## src/rtl/button_event_gen_if.sv

```systemverilog
// Button-event pulse bundle from the debounce/classify front end to the mode FSM.
// All pulses are one cycle wide and mutually exclusive.
interface button_event_gen_if;
  logic inc_short;
  logic inc_long;
  logic set;
  logic sw;
  logic event_pending;

  modport master (output inc_short, inc_long, set, sw, event_pending);
  modport slave  (input  inc_short, inc_long, set, sw, event_pending);
endinterface

```

## src/rtl/button_event_gen.sv

```systemverilog
// Synchronises and debounces INC/SET/SW, classifies INC short/long presses and
// serialises the resulting events into one-hot single-cycle pulses.
module button_event_gen #(
  parameter int unsigned DEBOUNCE_CYCLES = 16,
  parameter int unsigned LONG_CYCLES     = 64,
  parameter int unsigned CNT_W           = 16
) (
  input  logic               clk,
  input  logic               rst_n,
  input  logic               btn_inc,
  input  logic               btn_set,
  input  logic               btn_sw,
  button_event_gen_if.master evt
);

  localparam int NB      = 3;
  localparam int IDX_INC = 0;
  localparam int IDX_SET = 1;
  localparam int IDX_SW  = 2;

  localparam logic [CNT_W-1:0] DB_LAST   = CNT_W'(DEBOUNCE_CYCLES - 1);
  localparam logic [CNT_W-1:0] HOLD_LAST = CNT_W'(LONG_CYCLES - 1);
  localparam logic [CNT_W-1:0] HOLD_LIM  = CNT_W'(LONG_CYCLES);
  localparam logic [CNT_W-1:0] CNT_MAX   = '1;

  // Pending vector bit order doubles as priority: set > sw > inc_long > inc_short.
  localparam int P_SHORT = 0;
  localparam int P_LONG  = 1;
  localparam int P_SW    = 2;
  localparam int P_SET   = 3;

  logic [NB-1:0] raw, s1, s2, stable, flip_c;

  assign raw = {btn_sw, btn_set, btn_inc};

  // Two-flop synchronisers
  always_ff @(posedge clk or negedge rst_n) begin
    if (!rst_n) begin
      s1 <= '0;
      s2 <= '0;
    end else begin
      s1 <= raw;
      s2 <= s1;
    end
  end

  genvar g;
  for (g = 0; g < NB; g++) begin : g_db
    logic             stable_q;
    logic [CNT_W-1:0] cnt_q;

    assign stable[g] = stable_q;
    assign flip_c[g] = (s2[g] != stable_q) && (cnt_q == DB_LAST);

    // Stable level flips after DEBOUNCE_CYCLES consecutive differing samples
    always_ff @(posedge clk or negedge rst_n) begin
      if (!rst_n) begin
        stable_q <= 1'b0;
        cnt_q    <= '0;
      end else if (s2[g] == stable_q) begin
        cnt_q <= '0;
      end else if (flip_c[g]) begin
        stable_q <= s2[g];
        cnt_q    <= '0;
      end else if (cnt_q != CNT_MAX) begin
        cnt_q <= cnt_q + CNT_W'(1);
      end
    end
  end

  logic inc_rise_c, inc_fall_c, set_rise_c, sw_rise_c;

  assign inc_rise_c = flip_c[IDX_INC] &  s2[IDX_INC];
  assign inc_fall_c = flip_c[IDX_INC] & ~s2[IDX_INC];
  assign set_rise_c = flip_c[IDX_SET] &  s2[IDX_SET];
  assign sw_rise_c  = flip_c[IDX_SW]  &  s2[IDX_SW];

  typedef enum logic [1:0] {
    INC_IDLE = 2'd0,
    INC_HOLD = 2'd1,
    INC_LONG = 2'd2
  } inc_state_e;

  inc_state_e       state_q, state_d;
  logic [CNT_W-1:0] hold_q, hold_d;
  logic             ev_short_c, ev_long_c;

  always_ff @(posedge clk or negedge rst_n) begin
    if (!rst_n) begin
      state_q <= INC_IDLE;
      hold_q  <= '0;
    end else begin
      state_q <= state_d;
      hold_q  <= hold_d;
    end
  end

  // INC press classifier: a release wins over reaching the long threshold
  always_comb begin
    state_d    = state_q;
    hold_d     = hold_q;
    ev_short_c = 1'b0;
    ev_long_c  = 1'b0;
    case (state_q)
      INC_IDLE: begin
        if (inc_rise_c) begin
          state_d = INC_HOLD;
          hold_d  = '0;
        end
      end
      INC_HOLD: begin
        if (inc_fall_c) begin
          ev_short_c = (hold_q < HOLD_LIM);
          state_d    = INC_IDLE;
        end else if (hold_q == HOLD_LAST) begin
          ev_long_c = 1'b1;
          state_d   = INC_LONG;
        end else if (hold_q != CNT_MAX) begin
          hold_d = hold_q + CNT_W'(1);
        end
      end
      INC_LONG: begin
        if (inc_fall_c) state_d = INC_IDLE;
      end
      default: state_d = INC_IDLE;
    endcase
  end

  logic [3:0] pend_q, new_c, grant_c, left_c, out_q;
  logic       pending_q;

  assign new_c = {set_rise_c, sw_rise_c, ev_long_c, ev_short_c};

  always_comb begin
    grant_c = '0;
    if      (pend_q[P_SET])   grant_c[P_SET]   = 1'b1;
    else if (pend_q[P_SW])    grant_c[P_SW]    = 1'b1;
    else if (pend_q[P_LONG])  grant_c[P_LONG]  = 1'b1;
    else if (pend_q[P_SHORT]) grant_c[P_SHORT] = 1'b1;
    left_c = pend_q & ~grant_c;
  end

  // Issue one queued event per cycle; a repeat of a queued type merges
  always_ff @(posedge clk or negedge rst_n) begin
    if (!rst_n) begin
      pend_q    <= '0;
      out_q     <= '0;
      pending_q <= 1'b0;
    end else begin
      pend_q    <= left_c | new_c;
      out_q     <= grant_c;
      pending_q <= |left_c;
    end
  end

  assign evt.inc_short     = out_q[P_SHORT];
  assign evt.inc_long      = out_q[P_LONG];
  assign evt.set           = out_q[P_SET];
  assign evt.sw            = out_q[P_SW];
  assign evt.event_pending = pending_q;

endmodule
```

## src/flat_wrapper.sv

```systemverilog
// flat-port wrapper written by rule: the top's interface ports become plain ports
module button_event_gen_flat 
#(
  parameter int unsigned DEBOUNCE_CYCLES = 16,
  parameter int unsigned LONG_CYCLES     = 64,
  parameter int unsigned CNT_W           = 16
)
  (clk, rst_n, btn_inc, btn_set, btn_sw, evt_inc_short, evt_inc_long, evt_set, evt_sw, evt_event_pending);
  button_event_gen_if evt_i ();
  input  logic clk;
  input  logic rst_n;
  input  logic btn_inc;
  input  logic btn_set;
  input  logic btn_sw;
  output wire logic [$bits(evt_i.inc_short)-1:0] evt_inc_short;
  output wire logic [$bits(evt_i.inc_long)-1:0] evt_inc_long;
  output wire logic [$bits(evt_i.set)-1:0] evt_set;
  output wire logic [$bits(evt_i.sw)-1:0] evt_sw;
  output wire logic [$bits(evt_i.event_pending)-1:0] evt_event_pending;
  assign evt_inc_short = evt_i.inc_short;
  assign evt_inc_long = evt_i.inc_long;
  assign evt_set = evt_i.set;
  assign evt_sw = evt_i.sw;
  assign evt_event_pending = evt_i.event_pending;
  button_event_gen #(.DEBOUNCE_CYCLES(DEBOUNCE_CYCLES), .LONG_CYCLES(LONG_CYCLES), .CNT_W(CNT_W)) u_core (.clk(clk), .rst_n(rst_n), .btn_inc(btn_inc), .btn_set(btn_set), .btn_sw(btn_sw), .evt(evt_i));
endmodule
```

## config.mk

```make
export PLATFORM = sky130hd
export DESIGN_NAME = button_event_gen_flat
export DESIGN_NICKNAME = d
export VERILOG_FILES = /design/src/rtl/button_event_gen_if.sv /design/src/rtl/button_event_gen.sv /design/src/flat_wrapper.sv
export SDC_FILE = /design/constraint.sdc
export NUM_CORES = 1
export LEC_CHECK = 0
export CORE_UTILIZATION = 56
export CTS_CLUSTER_SIZE = 24
export DETAILED_ROUTE_END_ITERATION = 16
export PLACE_DENSITY = 0.76
export SLEW_MARGIN = 20
export SYNTH_ARGS = -nofsm -noshare
export SYNTH_HDL_FRONTEND = slang
export SYNTH_SLANG_ARGS = --single-unit
```

## constraint.sdc

```tcl
create_clock -name clk -period 2.1 [get_ports clk]
set_input_delay 0.525 -clock clk [delete_from_list [all_inputs] [get_ports clk]]
set_output_delay 0.525 -clock clk [all_outputs]
set_load 0.02 [all_outputs]
```

### After elaboration in Yosys (flattened, before gate mapping)

Index checks and enable logic that the tools add are counted.

* $add $sub $neg: 4
* magnitude comparators: 1
* eq/ne operators: 22
* multiplexer cells: 31
* bitwise operators: 11
* reductions and logical operators: 14

Operator list (number)
* $mux W16: 13
* $add A16 B1 Y16 const B: 4
* $ne A16 B16 Y1 const B: 4
* $eq A16 B4 Y1 const B: 3
* $pmux W16 S2: 1
* $eq A16 B6 Y1 const B: 1
* $lt A16 B7 Y1 const B: 1
* $mux W1: 10
* $mux W2: 5
* $reduce_bool A3 Y1: 3
* $ne A2 B1 Y1 const B: 3
* $pmux W2 S3: 1
* $reduce_and A2 Y1: 3
* $reduce_and A5 Y1: 1
* $and A1 B1 Y1: 4
* $and A4 B4 Y4: 1
* $ne A2 B2 Y1 const B: 2
* $not A1 Y1: 4
* $not A4 Y4: 1
* $or A4 B4 Y4: 1
* $reduce_or A4 Y1: 1
* $eq A1 B1 Y1: 3
* $logic_and A1 B1 Y1: 3
* $mux W3: 1
* other kinds (7): 9

* flip-flop bits (word level): 84
* input bits: 5
* output and inout port bits: 5
* word-level logic and storage cells: 96

### Logic depth before layout (Yosys ltp)

* word-level depth: 7
* mapped depth: 8
* mapped depth without buffers: 6

### Worst setup path before layout

Ideal clock, no wire load.

* kind: register -> register
* from: register u_core.hold_q[10]
* to: register u_core.hold_q[12]
* library setup time: 0.141 ns
* arrival time: 2.063 ns
* slack: -0.104 ns
* cell stages (with the launch flop): 7
* path through: dfrtp_1 > or4_1 > or4_4 > o31a_4 > buf_6 > nand4_1 > o221ai_2

* word-level cells in the longest chain between the ends: 5
* elaborated cells on any way between the ends: 10

Ends and longest elaborated chain
* from (decl): line button_event_gen.sv:85 `logic [CNT_W-1:0] hold_q, hold_d;`
* from (signal assigned): line button_event_gen.sv:94 `hold_q <= hold_d;`
* $add A16 B1 Y16: line button_event_gen.sv:119 `hold_d = hold_q + CNT_W'(1);`
* $mux W16: line button_event_gen.sv:118 `end else if (hold_q != CNT_MAX) begin`
* $mux W16: line button_event_gen.sv:115 `end else if (hold_q == HOLD_LAST) begin`
* $mux W16: line button_event_gen.sv:112 `if (inc_fall_c) begin`
* $pmux W16 S2: line button_event_gen.sv:104 `case (state_q)`

Several ways; a longest one is shown, not always the timed one. The select of a mux whose other input is x is not followed.
A chain may end at the register's enable or synchronous reset.

### Worst setup path after layout

* from: register u_core.hold_q[11]
* to: register u_core.hold_q[15]

The elaborated chain is that of the path after synthesis.

==> flow_results.xml <==
<?xml version="1.0" encoding="UTF-8"?>
<metrics>
  <group name="outcome">
    <metric name="status" unit="">complete, but fails checks</metric>
    <metric name="violations" unit="">setup timing</metric>
  </group>
  <group name="route">
    <metric name="met2_length" unit="µm">4670</metric>
    <metric name="via_count" unit="">3963</metric>
    <metric name="met3RoutedLength" unit="µm">536</metric>
    <metric name="detailedRoute.firstIterationViolations" unit="">274</metric>
    <metric name="route.detailed.wl_per_inst" unit="µm">15.68</metric>
    <metric name="highest-signal-layer" unit="">met4</metric>
    <metric name="finalWirelength" unit="µm">10080</metric>
    <metric name="wirelength_met1" unit="µm">4655</metric>
    <metric name="route.detailed.vias_per_inst" unit="">6.163</metric>
    <metric name="antenna_left" unit="">0</metric>
    <metric name="dr.pass1.iters" unit="">5</metric>
    <metric name="post-route-drc-count" unit="">0</metric>
  </group>
  <group name="clock_tree">
    <metric name="cts_num_sinks" unit="">84</metric>
    <metric name="htree_levels" unit="">3</metric>
    <metric name="cts_buf_count" unit="">9</metric>
    <metric name="clock_insertion_delay_worst_skew" unit="ns">0.36</metric>
    <metric name="clk_pin_slew" unit="ns">0.08</metric>
    <metric name="cts-root-buf" unit="">sky130_fd_sc_hd__clkbuf_8</metric>
    <metric name="number_of_buffers_on_the_longest_clock_path" unit="">2</metric>
    <metric name="tritoncts" unit="">done</metric>
  </group>
  <group name="floorplanning">
    <metric name="floorplan.die_area" unit="mm²">0.008306</metric>
    <metric name="initial_core_util" unit="%">57.88</metric>
    <metric name="coreArea" unit="mm²">0.007687</metric>
    <metric name="boundary_pins" unit="">10</metric>
    <metric name="rows" unit="">32</metric>
    <metric name="fp.dieH" unit="µm">91.14</metric>
    <metric name="chipWidth" unit="µm">91.14</metric>
  </group>
  <group name="yosys">
    <metric name="synth-compound-area-share" unit="%">15.02</metric>
    <metric name="yosys.area.top_type_share" unit="%">47.24</metric>
    <metric name="proportion_of_synthesized_area_in_mux_cells" unit="%">0.7312</metric>
    <metric name="synth_area_leaders" unit="">sky130_fd_sc_hd__dfrtp_1, sky130_fd_sc_hd__xnor2_1, sky130_fd_sc_hd__nor2_1, sky130_fd_sc_hd__nand2_1, sky130_fd_sc_hd__nand3_1</metric>
    <metric name="combinational_family_with_the_most_area_after_synthesis" unit="">simple AND/OR/NAND/NOR gates</metric>
    <metric name="synth_area_per_cell" unit="µm²">9.328</metric>
    <metric name="ys_async_sr_fraction" unit="%">100.0</metric>
    <metric name="mappedNetlistNets" unit="">486</metric>
    <metric name="netlist.top_cell.by_area" unit="">sky130_fd_sc_hd__dfrtp_1</metric>
    <metric name="number_of_enable_flip_flop_cells_after_synthesis" unit="">0</metric>
    <metric name="yosys_warnings" unit="">0</metric>
    <metric name="synth_simple_gate_area_share" unit="%">26.18</metric>
    <metric name="synth_xor_xnor_area_share" unit="%">6.890</metric>
    <metric name="yosys.area_share.adder" unit="%">1.350</metric>
    <metric name="ys_types" unit="">50</metric>
    <metric name="synth_sequential_area_ratio" unit="%">47.24</metric>
    <metric name="postSynthCellCount" unit="">477</metric>
    <metric name="postSynth.topFlopCell" unit="">sky130_fd_sc_hd__dfrtp_1</metric>
    <metric name="flops_latches_synth" unit="">84</metric>
    <metric name="synthesis.area" unit="mm²">0.004449</metric>
  </group>
  <group name="global_route">
    <metric name="first_global_vias" unit="">3834</metric>
    <metric name="largest_net_degree_at_the_start_of_global_routing" unit="">36</metric>
    <metric name="globalRoute.totalOverflow" unit="">0</metric>
    <metric name="initial_antenna_violation_count" unit="">0</metric>
    <metric name="groute.usage.overall" unit="%">26.55</metric>
    <metric name="wire_length_of_the_first_global_routing_pass" unit="µm">17740</metric>
  </group>
  <group name="final_layout">
    <metric name="layout_common_cells" unit="">sky130_fd_sc_hd__dfrtp_1, sky130_fd_sc_hd__buf_4, sky130_fd_sc_hd__nor2_1</metric>
    <metric name="final_common_cell" unit="">sky130_fd_sc_hd__dfrtp_1</metric>
    <metric name="area_delta_synth_final" unit="%">20.78</metric>
    <metric name="diodes" unit="">0</metric>
    <metric name="stdcell_area" unit="mm²">0.005374</metric>
    <metric name="drive_above_1_share" unit="%">18.11</metric>
    <metric name="finalNetCount" unit="">545</metric>
  </group>
  <group name="setup_path">
    <metric name="ff2ff_path_depth" unit="">6</metric>
    <metric name="crit_path_cell_trace" unit="">or4_4 -&gt; or4_4 -&gt; o31ai_4 -&gt; buf_6 -&gt; or3_1 -&gt; o211ai_1</metric>
    <metric name="crit_type" unit="">flop to flop</metric>
    <metric name="critical_path.max_fanout" unit="">5</metric>
    <metric name="worst_setup_path_end_kind" unit="">flop</metric>
    <metric name="critical_path.startpoint_type" unit="">flop</metric>
    <metric name="cp_data_arrival_time" unit="ns">2.48</metric>
    <metric name="critical_path.max_stage_delay" unit="ns">0.56</metric>
    <metric name="timing.critical_path.slowest_stage_cell" unit="">sky130_fd_sc_hd__or4_4</metric>
    <metric name="cp_data_required_time" unit="ns">2.33</metric>
    <metric name="crit_path_start" unit="">u_core.hold_q[11]</metric>
    <metric name="r2r_start" unit="">u_core.hold_q[11]</metric>
    <metric name="cpMostUsedCell" unit="">sky130_fd_sc_hd__or4_4</metric>
  </group>
  <group name="placed_design">
    <metric name="dp_hpwl" unit="µm">6775</metric>
    <metric name="placed_area" unit="mm²">0.005001</metric>
    <metric name="port_buffers" unit="">9</metric>
    <metric name="finalWeightedCongestion" unit="">0.8880</metric>
  </group>
  <group name="timing">
    <metric name="max_freq" unit="MHz">445.0</metric>
    <metric name="fin_ws" unit="ns">-0.1472</metric>
    <metric name="finalSetupViolations" unit="">18</metric>
    <metric name="max-slew-margin-rel" unit="%">50.38</metric>
    <metric name="rsz0062_at_grt" unit="">yes</metric>
    <metric name="timing.final.crit_share" unit="%">107.0</metric>
    <metric name="transition_time_of_the_tightest_slew_check_pin" unit="ns">0.7436</metric>
    <metric name="report.final.hold_viol_count" unit="">0</metric>
    <metric name="fin_crit" unit="ns">2.247</metric>
    <metric name="slew_violations" unit="">0</metric>
    <metric name="total_neg_setup_slack" unit="ns">-2.019</metric>
    <metric name="holdWs" unit="ns">0.1056</metric>
    <metric name="worst_clock_skew" unit="ns">0.01223</metric>
  </group>
  <group name="job">
    <metric name="number_of_max_cap_violations" unit="">0</metric>
  </group>
  <group name="hold_path">
    <metric name="hold_path_class" unit="">input pin to async pin</metric>
  </group>
  <group name="power">
    <metric name="power.static_leakage" unit="µW">0.002320</metric>
    <metric name="max-vdd-ir-drop" unit="mV">0.4171</metric>
    <metric name="power-per-cell-area" unit="mW/mm²">626.9</metric>
  </group>
</metrics>
==> worst max-delay path, delay by kind of cell (launching register included) <==
family	cells	cell delay, ns
and+or+nand+nor	3	1.20
DFF	1	0.38
AOI/OAI and AO/OA	2	0.38
buffers and inverters	1	0.16
==> state kept, by name (all words and copies together), names as in the netlist <==
register,flops
u_core.s1,3
u_core.state_q,2
u_core.s2,3
u_core.g_db.stable_q,3
u_core.hold_q,16
u_core.evt.event_pending,1
u_core.pend_q,4
u_core.g_db.cnt_q,48
u_core.out_q,4
==> what timing repair did <==
item | in CTS | in global routing
endpoints found under the setup margin | 18 | 26
pin swaps | 6 | 7
hold buffers | 0 | 0
gates resized for setup | 14 | 14
setup buffers | 1 | 2
gates cloned | 1 | 0
==> metrics by stage <==
| step | power, µW | worst slack (ns) | instances | utilization, % |
|---|---|---|---|---|
| 4_1_cts | 3373 | -0.1621 | 641 | 68.83 |
| 2_1_floorplan | 2023 | -0.1042 | 477 | - |
| 5_1_grt | 3543 | -0.2235 | 643 | 69.91 |
| 3_5_place_dp | 2187 | -0.3783 | 623 | 65.06 |
| 6_report | 3369 | -0.1472 | 643 | 69.91 |
| 3_3_place_gp | 2169 | -0.2491 | 623 | 65.06 |
==> power by group <==
part	total, µW	switching [µW]	internal, µW	leakage [µW]
clock network	1180	591	587	0.0000999
registers	1780	88.5	1690	0.00114
logic	411	230	181	0.00108
==> per-layer routing <==
| metal | vias to the layer above | global-route usage, % |
|---|---|---|
| li1 | 1909 | - |
| met1 | 1891 | 35.41 |
| met2 | 135 | 41.60 |
| met3 | 28 | 6.868 |
| met4 | 0 | 10.32 |
| met5 | - | 0 |
==> layout make-up <==
type	instances	area [µm²]
repair buffers	66	535.5
fillers	609	2313
clock buffers	11	141.4
clock inverters	5	60.06
well taps	102	127.6
inverters	9	33.78
multi-input cells	366	2374
flip-flops and latches	84	2102
==> cells in the mapped netlist (6+ instances only) <==
| master | instances |
|---|---|
| sky130_fd_sc_hd__o31ai_1 | 8 |
| sky130_fd_sc_hd__nand2_1 | 45 |
| sky130_fd_sc_hd__and3_1 | 16 |
| sky130_fd_sc_hd__xnor2_1 | 28 |
| sky130_fd_sc_hd__a31oi_1 | 16 |
| sky130_fd_sc_hd__or4_1 | 7 |
| sky130_fd_sc_hd__o21ai_0 | 15 |
| sky130_fd_sc_hd__nand3_1 | 29 |
| sky130_fd_sc_hd__nor2_1 | 49 |
| sky130_fd_sc_hd__dfrtp_1 | 84 |
| sky130_fd_sc_hd__clkbuf_1 | 16 |
| sky130_fd_sc_hd__xor2_1 | 7 |
| sky130_fd_sc_hd__a21oi_1 | 19 |
| sky130_fd_sc_hd__nor4_1 | 14 |
| sky130_fd_sc_hd__nor3_1 | 15 |
| sky130_fd_sc_hd__inv_1 | 9 |
| sky130_fd_sc_hd__nand4_1 | 23 |
| sky130_fd_sc_hd__o211ai_1 | 6 |
| sky130_fd_sc_hd__a211oi_1 | 10 |
==> cells by family after synthesis <==
family                     Yosys count
DFF                                 84
xor gates and xnor gates            35
muxes                                3
buffers and inverters               28
AOI/OAI and AO/OA                   96
adders and majority gates            5
and+or+nand+nor                    226
==> worst paths after layout <==
kind,endpoint,slack (ns)
worst max-delay path,u_core.hold_q[15],-0.15
worst min-delay path,u_core.s1[2],0.11
worst max register to register,u_core.hold_q[15],-0.15
worst min register to register,u_core.s2[0],0.36
max in group asynchronous,u_core.g_db[0].cnt_q[11],1.38
min in group clk,u_core.s2[0],0.36
No activity file was read; power rests on OpenSTA's default activity.
